===== src/rtl/deco_seq_pkg.sv =====
// Shared encodings for the decode-stage issue sequencer: FSM states, unit selection,
// opcode constants and trap causes.
package deco_seq_pkg;

  typedef logic [2:0] state_t;

  localparam state_t ST_IDLE     = 3'd0;
  localparam state_t ST_FETCH    = 3'd1;
  localparam state_t ST_DECODE   = 3'd2;
  localparam state_t ST_DISPATCH = 3'd3;
  localparam state_t ST_EXEC     = 3'd4;
  localparam state_t ST_RETIRE   = 3'd5;
  localparam state_t ST_TRAP     = 3'd6;

  typedef enum logic [1:0] {
    UNIT_ALU  = 2'd0,
    UNIT_MULT = 2'd1,
    UNIT_IRQ  = 2'd2,
    UNIT_MEM  = 2'd3
  } unit_t;

  localparam logic [6:0] OP_RTYPE = 7'b0110011;
  localparam logic [6:0] OP_IRQ   = 7'b0011000;
  localparam logic [6:0] OP_LOAD  = 7'b0000011;
  localparam logic [6:0] OP_STORE = 7'b0100011;

  localparam logic [1:0] TRAP_NONE    = 2'b00;
  localparam logic [1:0] TRAP_ILLEGAL = 2'b01;
  localparam logic [1:0] TRAP_TIMEOUT = 2'b10;

  localparam logic [11:0] CODIF_INVALID = 12'h000;

  // mul_bit is instruction bit 25 (funct7[0]), which splits MUL from plain R-type.
  function automatic unit_t select_unit(input logic [6:0] opcode, input logic mul_bit);
    unit_t unit;
    unit = UNIT_ALU;
    if (opcode == OP_RTYPE && mul_bit) begin
      unit = UNIT_MULT;
    end else if (opcode == OP_IRQ) begin
      unit = UNIT_IRQ;
    end else if (opcode == OP_LOAD || opcode == OP_STORE) begin
      unit = UNIT_MEM;
    end
    return unit;
  endfunction

endpackage


===== src/rtl/deco_seq_watchdog.sv =====
// EXEC-phase watchdog: counts enabled cycles since the last clear and flags the last
// cycle a unit is allowed before a timeout trap.
module deco_seq_watchdog #(
  parameter int unsigned TIMEOUT = 255
) (
  input  logic clock,
  input  logic rstn,
  input  logic clear,
  input  logic enable,
  output logic expired
);

  localparam logic [7:0] LIMIT = 8'(TIMEOUT - 1);

  logic [7:0] count_q, count_d;

  always_comb begin
    count_d = count_q;
    if (clear) begin
      count_d = 8'd0;
    end else if (enable) begin
      count_d = count_q + 8'd1;
    end
  end

  always_ff @(posedge clock or negedge rstn) begin
    if (!rstn) begin
      count_q <= 8'd0;
    end else begin
      count_q <= count_d;
    end
  end

  assign expired = (count_q == LIMIT);

endmodule


===== src/rtl/deco_sequencer.sv =====
// Decode-stage issue sequencer: accepts one instruction, strobes the decoder, runs it on
// a single execution unit and either retires it or raises a trap.
module deco_sequencer
  import deco_seq_pkg::*;
#(
  parameter int unsigned TIMEOUT = 255
) (
  input  logic        clock,
  input  logic        rstn,
  input  logic        inst_valid,
  input  logic [31:0] inst_in,
  output logic        inst_ready,
  output logic [31:0] inst_reg,
  output logic        dec_enable,
  input  logic [11:0] codif,
  output logic        alu_en,
  output logic        mul_en,
  output logic        irq_en,
  output logic        mem_en,
  input  logic        alu_done,
  input  logic        mul_done,
  input  logic        irq_done,
  input  logic        mem_done,
  output logic        pc_advance,
  output logic        busy,
  output logic        trap,
  output logic [1:0]  trap_cause,
  input  logic        trap_ack
);

  state_t      state_q, state_d;
  logic [31:0] inst_reg_q, inst_reg_d;
  unit_t       unit_q, unit_d;
  logic [1:0]  cause_q, cause_d;
  logic        unit_done;
  logic        wd_clear;
  logic        wd_enable;
  logic        wd_expired;

  // Only the selected unit's done is visible to the FSM.
  always_comb begin
    unit_done = 1'b0;
    case (unit_q)
      UNIT_ALU:  unit_done = alu_done;
      UNIT_MULT: unit_done = mul_done;
      UNIT_IRQ:  unit_done = irq_done;
      UNIT_MEM:  unit_done = mem_done;
      default:   unit_done = 1'b0;
    endcase
  end

  assign wd_clear  = (state_q == ST_DISPATCH);
  assign wd_enable = (state_q == ST_EXEC);

  deco_seq_watchdog #(
    .TIMEOUT(TIMEOUT)
  ) u_watchdog (
    .clock  (clock),
    .rstn   (rstn),
    .clear  (wd_clear),
    .enable (wd_enable),
    .expired(wd_expired)
  );

  always_comb begin
    state_d    = state_q;
    inst_reg_d = inst_reg_q;
    unit_d     = unit_q;
    cause_d    = cause_q;
    case (state_q)
      ST_IDLE: begin
        state_d = ST_FETCH;
      end
      ST_FETCH: begin
        if (inst_valid) begin
          inst_reg_d = inst_in;
          state_d    = ST_DECODE;
        end
      end
      ST_DECODE: begin
        state_d = ST_DISPATCH;
      end
      ST_DISPATCH: begin
        if (codif == CODIF_INVALID) begin
          cause_d = TRAP_ILLEGAL;
          state_d = ST_TRAP;
        end else begin
          unit_d  = select_unit(inst_reg_q[6:0], inst_reg_q[25]);
          state_d = ST_EXEC;
        end
      end
      ST_EXEC: begin
        // A done arriving on the last granted cycle still retires.
        if (unit_done) begin
          state_d = ST_RETIRE;
        end else if (wd_expired) begin
          cause_d = TRAP_TIMEOUT;
          state_d = ST_TRAP;
        end
      end
      ST_RETIRE: begin
        state_d = ST_FETCH;
      end
      ST_TRAP: begin
        if (trap_ack) begin
          cause_d = TRAP_NONE;
          state_d = ST_FETCH;
        end
      end
      default: begin
        state_d = ST_IDLE;
      end
    endcase
  end

  always_ff @(posedge clock or negedge rstn) begin
    if (!rstn) begin
      state_q    <= ST_IDLE;
      inst_reg_q <= 32'd0;
      unit_q     <= UNIT_ALU;
      cause_q    <= TRAP_NONE;
    end else begin
      state_q    <= state_d;
      inst_reg_q <= inst_reg_d;
      unit_q     <= unit_d;
      cause_q    <= cause_d;
    end
  end

  assign inst_ready = (state_q == ST_FETCH);
  assign inst_reg   = inst_reg_q;
  assign dec_enable = (state_q == ST_DECODE);
  assign alu_en     = (state_q == ST_EXEC) && (unit_q == UNIT_ALU);
  assign mul_en     = (state_q == ST_EXEC) && (unit_q == UNIT_MULT);
  assign irq_en     = (state_q == ST_EXEC) && (unit_q == UNIT_IRQ);
  assign mem_en     = (state_q == ST_EXEC) && (unit_q == UNIT_MEM);
  assign pc_advance = (state_q == ST_RETIRE);
  assign trap       = (state_q == ST_TRAP);
  assign trap_cause = cause_q;
  assign busy       = (state_q == ST_DECODE) || (state_q == ST_DISPATCH) ||
                      (state_q == ST_EXEC) || (state_q == ST_RETIRE) || (state_q == ST_TRAP);

endmodule


===== config.mk =====
export PLATFORM = sky130hd
export DESIGN_NAME = deco_sequencer
export DESIGN_NICKNAME = d
export VERILOG_FILES = /design/src/rtl/deco_seq_pkg.sv /design/src/rtl/deco_seq_watchdog.sv /design/src/rtl/deco_sequencer.sv
export SDC_FILE = /design/constraint.sdc
export NUM_CORES = 1
export LEC_CHECK = 0
export CAP_MARGIN = 25
export CORE_ASPECT_RATIO = 0.8
export CORE_MARGIN = 3
export CORE_UTILIZATION = 46
export CTS_CLUSTER_SIZE = 40
export DETAILED_ROUTE_END_ITERATION = 8
export PLACE_DENSITY = 0.95
export SYNTH_ARGS = -nofsm -noshare
export SYNTH_HDL_FRONTEND = slang
export SYNTH_SLANG_ARGS = --single-unit

===== constraint.sdc =====
create_clock -name clock -period 4 [get_ports clock]
set_input_delay 1 -clock clock [delete_from_list [all_inputs] [get_ports clock]]
set_output_delay 1 -clock clock [all_outputs]
set_load 0.03 [all_outputs]

==> flow_summary.toml, run 1 <==
[floorplanning]
initial_core_util_pct = 49.2
placementRows = 22
die_h_um = 69.8
num_io_pins = 95
core-area_sq_um = 4760
die-area_sq_um = 5990
dieWidth_um = 85.8

[logic_synthesis]
syn_inst = 171
synth_fp_nets = 225
yosysTopAreaCell = "dfrtp_1"
ys_seq_area_share_pct = 50.2
synth-main-ff-cell = "dfrtp_1"
synth_top_cells_by_area = "dfrtp_1, mux2_4, buf_12"
yosys_warnings = 0
yosys.cell_count.top_type = "dfrtp_1"
ys_ff_latch = 47
synth.distinct_cells = 46
synth_commonest_cells = "dfrtp_1, mux2_4, nand2_1"
synth-edff-count = 0
ys_async_sr_fraction_pct = 100
syn_area_sq_um = 2340
yosysTopAreaCellShare_pct = 50.2
avgSynthCellArea_sq_um = 13.7

[cells_and_area]
drive_above_1_share_pct = 19.5
seqCellArea_sq_um = 1180
fill_cells = 350
area_delta_synth_final_pct = 43.8
largest_register_ffs = 32
antenna_cells = 0
finalNetCount = 320
multi_input_area_sq_um = 1060

[clocking]
cts_max_level = 2
cts_tree = "done"
cts-hold-fix-buffers = 0
clk_pin_slew_ns = 0.08
worstSkewPairLatency_ns = 0.30
cts-root-buf = "clkbuf_8"
clock_sinks = 47
cts_buffer_depth = 2
cts-buffers-inserted = 5
post-cts-setup-buffers = 0
ctsResizeCount = 0

[worst_setup_path]
cp.arrival_ns = 2.23
cp-end-kind = "output port"
r2r_cells = 4
crit_required_ns = 3.00
critPathLaunchType = "register"
cp_max_fo = 15
criticalPathCategory = "register to output port"

[grt]
grt_max_degree = 48
grt_pass1_wl_um = 8690
grtUsageTotal_pct = 18.5
antenna_found_initial = 0
grt_remaining_overflow = 0
grt_pass1_vias = 1832
use_met2_pct = 28.9
use_met1_pct = 24.0
grt.busiest_layer = "met2"
grtUsageMet3_pct = 5.94

[sta]
period_share_pct = 80.8
worstMarginPinSlew_ns = 0.580
rsz0062_at_grt = "false"
period_minus_slack_ns = 3.23
tns_ns = 0
skew_ns = 0.0100
finalSetupViolations = 0
fmax_mhz = 309
slew_violations = 0
max_slew_margin_pct = 61.3
hold_viol_final = 0

[routing]
dr.first_iter.drc_count = 97
num_vias = 1737
viasPerCell = 5.31
ant_nets = 0
firstDrtPassIters = 4
routedWlPerCell_um = 16.1
drc = 0
routed_wl_um = 5260

[min_path]
hold_path_class = "register to register"
worstHoldPathCells = 1

[pwr]
vdd_drop_max_mv = 0.581
finalPower_mw = 2.54
power_density_nw_per_um2 = 753
leakage_nw = 1.45

[run_status]
status = "finished, final reports clean"

[place]
dp_hpwl_um = 4060
io_buffers = 94
gp_congestion = 0.870

[flow_run]
maxCapViolCount = 0
path summary, 6_finish.rpt:
| path | from | to | slack [ns] |
|---|---|---|---|
| worst max register to register | state_q[0]$_DFFE_PN0P_ | inst_reg[8]$_DFFE_PN0P_ | 1.97 |
| worst min-delay path | u_watchdog.count_q[7]$_DFFE_PN0P_ | u_watchdog.count_q[7]$_DFFE_PN0P_ | 0.50 |
| worst max-delay path | state_q[1]$_DFFE_PN0P_ | alu_en | 0.77 |
| max in group asynchronous | rstn | inst_reg[21]$_DFFE_PN0P_ | 2.99 |
| worst min register to register | u_watchdog.count_q[7]$_DFFE_PN0P_ | u_watchdog.count_q[7]$_DFFE_PN0P_ | 0.50 |
| min in group asynchronous | rstn | inst_reg[14]$_DFFE_PN0P_ | 0.55 |
cell type report:
type / count / area share, %
clock buffers: 5 / 2.04
flip-flops and latches: 47 / 34.9
repair buffers: 95 / 28.4
clock inverters: 3 / 0.668
inverters: 2 / 0.223
well taps: 60 / 2.23
multi-input cells: 115 / 31.6
layout by cell type (no fill, tap or decap), drive strengths merged, types with 3 or more instances in the layout:
master / Yosys / routed
or4: 3 / 3
nor4: 3 / 3
nor3: 4 / 4
mux2: 35 / 35
nand4: 5 / 5
dfrtp: 47 / 47
nand3: 3 / 3
clkbuf: 0 / 5
nor2b: 4 / 4
nand2: 12 / 12
o21ai: 8 / 8
nor2: 6 / 6
o21a: 3 / 3
clkdlybuf4s50: 0 / 93
a21oi: 3 / 3
inv: 2 / 3
critical path, stage by stage, from the launching register on:
cell and delay [ns]:
dfrtp_1 0.59, or3b_4 0.51, nor3_1 0.14, clkdlybuf4s50_1 0.70
stage by stage:
| stage | cell area, sq um | std cells | setup WS [ns] | hold WS [ns] | utilization [%] |
|---|---|---|---|---|---|
| after floorplan | 2340 | 171 | 1.41 | 0.455 | - |
| after global placement | 3260 | 318 | 1.12 | 0.464 | 68.4 |
| after detailed placement | 3260 | 318 | 1.08 | 0.485 | 68.4 |
| after CTS | 3350 | 326 | 0.750 | 0.510 | 70.4 |
| after global routing | 3370 | 327 | 0.647 | 0.527 | 70.8 |
| final | 3370 | 327 | 0.767 | 0.504 | 70.8 |
cells by family after synthesis:
group	count (synthesis)	synth area share, %
compound gates	23	6.25
xor+xnor	1	0.374
fa+ha+maj	2	1.07
buf+inv	9	4.38
flops	47	50.2
mux	38	23.4
simple gates	51	14.3
power by group:
group / internal [mW] / leakage [nW] / switching, mW / total, mW
registers: 0.667 / 0.581 / 0.192 / 0.859
clock network: 0.125 / 0.0485 / 0.161 / 0.286
logic: 0.724 / 0.819 / 0.668 / 1.39
total: 1.52 / 1.45 / 1.02 / 2.54
per-layer routing:
| metal | wire length, um | up-vias | share of wire [%] |
|---|---|---|---|
| met3 | 381 | 13 | 7.2 |
| met2 | 2490 | 67 | 47 |
| li1 | - | 810 | - |
| met1 | 2290 | 847 | 43 |
| met5 | 0 | - | 0 |
| met4 | 99 | 0 | 1.9 |
Note: power is estimated with default switching activity, not from simulation.
==> run 2, diff against run 1 <==
--- a/config.mk
+++ b/config.mk
@@ -8,10 +8,10 @@
 export CAP_MARGIN = 25
 export CORE_ASPECT_RATIO = 0.8
 export CORE_MARGIN = 3
-export CORE_UTILIZATION = 46
+export CORE_UTILIZATION = 39
 export CTS_CLUSTER_SIZE = 40
 export DETAILED_ROUTE_END_ITERATION = 8
-export PLACE_DENSITY = 0.95
+export PLACE_DENSITY = 0.87
 export SYNTH_ARGS = -nofsm -noshare
 export SYNTH_HDL_FRONTEND = slang
 export SYNTH_SLANG_ARGS = --single-unit
==> constraint.sdc (replaced) <==
create_clock -name clock -period 2.6 [get_ports clock]
set_input_delay 0.65 -clock clock [delete_from_list [all_inputs] [get_ports clock]]
set_output_delay 0.65 -clock clock [all_outputs]
set_load 0.03 [all_outputs]
==> flow_summary.toml, run 2 (synthesis gave the netlist of run 1 again) <==
[run_status]
status = "finished, final reports clean"

[grt]
antenna_found_initial = 0
grtUsageTotal_pct = 15.1
grt_remaining_overflow = 0
grt_max_degree = 48
grt_pass1_wl_um = 8250
grt_pass1_vias = 1752

[worst_setup_path]
r2r_slack_ns = 0.64
crit_required_ns = 1.95
cp-end-kind = "output port"
criticalPathCategory = "register to output port"
crit_path_cell_trace = "buf_4, nor2b_1, and2_1, clkdlybuf4s50_1"
r2r_cells = 6
cp_max_fo = 8
critPathLaunchType = "register"
slowest_stage = "clkdlybuf4s50_1"
max_stage_delay_ns = 0.66
cp.arrival_ns = 1.83

[sta]
tns_ns = 0
fmax_mhz = 403
period_minus_slack_ns = 2.48
max_slew_margin_pct = 61.4
finalSetupViolations = 0
hold_viol_final = 0
rsz0062_at_grt = "false"
finalHoldWorstSlack_ns = 0.437
slew_violations = 0
worstMarginPinSlew_ns = 0.578
skew_ns = 0.00876
period_share_pct = 95.5

[clocking]
cts-buffers-inserted = 5
clock_sinks = 47
cts_max_level = 2
cts_tree = "done"
clk_pin_slew_ns = 0.09
cts_buffer_depth = 2
cts-root-buf = "clkbuf_8"
post-cts-setup-buffers = 0
worstSkewPairLatency_ns = 0.29

[routing]
top_layer = "met3"
num_vias = 1682
firstDrtPassIters = 4
ant_nets = 0
drc = 0
wl_met2_um = 2430
wl_met1_um = 2360
routedWlPerCell_um = 14.7
wl_met3_um = 354
routed_wl_um = 5150
viasPerCell = 4.81
dr.first_iter.drc_count = 127

[floorplanning]
die_h_um = 75.3
placementRows = 24
die-area_sq_um = 6980
num_io_pins = 95
core-area_sq_um = 5620
dieWidth_um = 92.7
initial_core_util_pct = 41.7

[cells_and_area]
layout_common_cells = "clkdlybuf4s50_1, dfrtp_1, mux2_4"
area_delta_synth_final_pct = 46.2
drive_above_1_share_pct = 20.6
largest_register_ffs = 32
fill_cells = 451
finalNetCount = 325
layout_commonest_cell = "clkdlybuf4s50_1"
antenna_cells = 0

[pwr]
leakage_nw = 1.50
power_density_nw_per_um2 = 1150
vdd_drop_max_mv = 0.639
finalPower_mw = 3.93

[min_path]
hold_path_class = "input port to async pin"

[place]
io_buffers = 94
gp_congestion = 0.784
dp_hpwl_um = 3860

[flow_run]
maxCapViolCount = 0
-- run 2: changes by cell type in the layout (fill, tap and decap cells not counted), sizes merged --
cell,delta
clkbuf,+1
clkdlybuf4s50,-5
inv,-1
dlygate4sd2,+4
buf,+5
dlymetal6s2s,+1
-- run 2: final cells by class --
class                      instances  area [sq um]  share of cell area, %
clock buffer                       6          72.6                   2.12
clock inverter                     2          17.5                  0.511
inverter                           2          7.51                  0.219
multi-input combinational        115          1060                   31.1
sequential                        47          1180                   34.3
tap                               78          97.6                   2.85
timing repair buffer             100           991                   28.9
-- run 2: path summary, 6_finish.rpt --
kind | from | to
worst max-delay path | state_q[0]$_DFFE_PN0P_ | trap
worst max register to register | state_q[2]$_DFFE_PN0P_ | inst_reg[8]$_DFFE_PN0P_
worst min register to register | inst_reg[7]$_DFFE_PN0P_ | inst_reg[7]$_DFFE_PN0P_
min in group clock | inst_reg[7]$_DFFE_PN0P_ | inst_reg[7]$_DFFE_PN0P_
worst min-delay path | rstn | state_q[2]$_DFFE_PN0P_
max in group asynchronous | rstn | inst_reg[25]$_DFFE_PN0P_
-- run 2: metal layers --
layer,track usage (%),vias up
li1,-,817
met1,20.4,807
met2,24.0,58
met3,5.13,0
met4,3.41,0
met5,0,-
-- run 2: report_power, final --
group | switching [mW] | internal [mW]
logic | 1.10 | 1.15
clock network | 0.241 | 0.193
registers | 0.224 | 1.03
total | 1.56 | 2.37
-- run 2: repair_timing --
item | CTS | global route
endpoints found under the setup margin | 4 | 1
resized for setup | 4 | 1
hold buffers | 0 | 0
-- run 2: critical path, delay by kind of cell, from the launching register on --
kind | cells | cell delay [ns]
simple gates | 2 | 0.31
buf+inv | 2 | 0.83
flops | 1 | 0.40
-- run 2: per-stage QoR --
step | util (%) | std cells | setup slack (ns) | cell area, sq um
finish | 61.0 | 350 | 0.117 | 3430
global route | 61.0 | 350 | 0.0241 | 3430
CTS | 61.0 | 350 | 0.00252 | 3420
detailed placement | 59.5 | 342 | 0.228 | 3340
global placement | 59.5 | 342 | 0.243 | 3340
floorplan | - | 171 | 0.364 | 2340
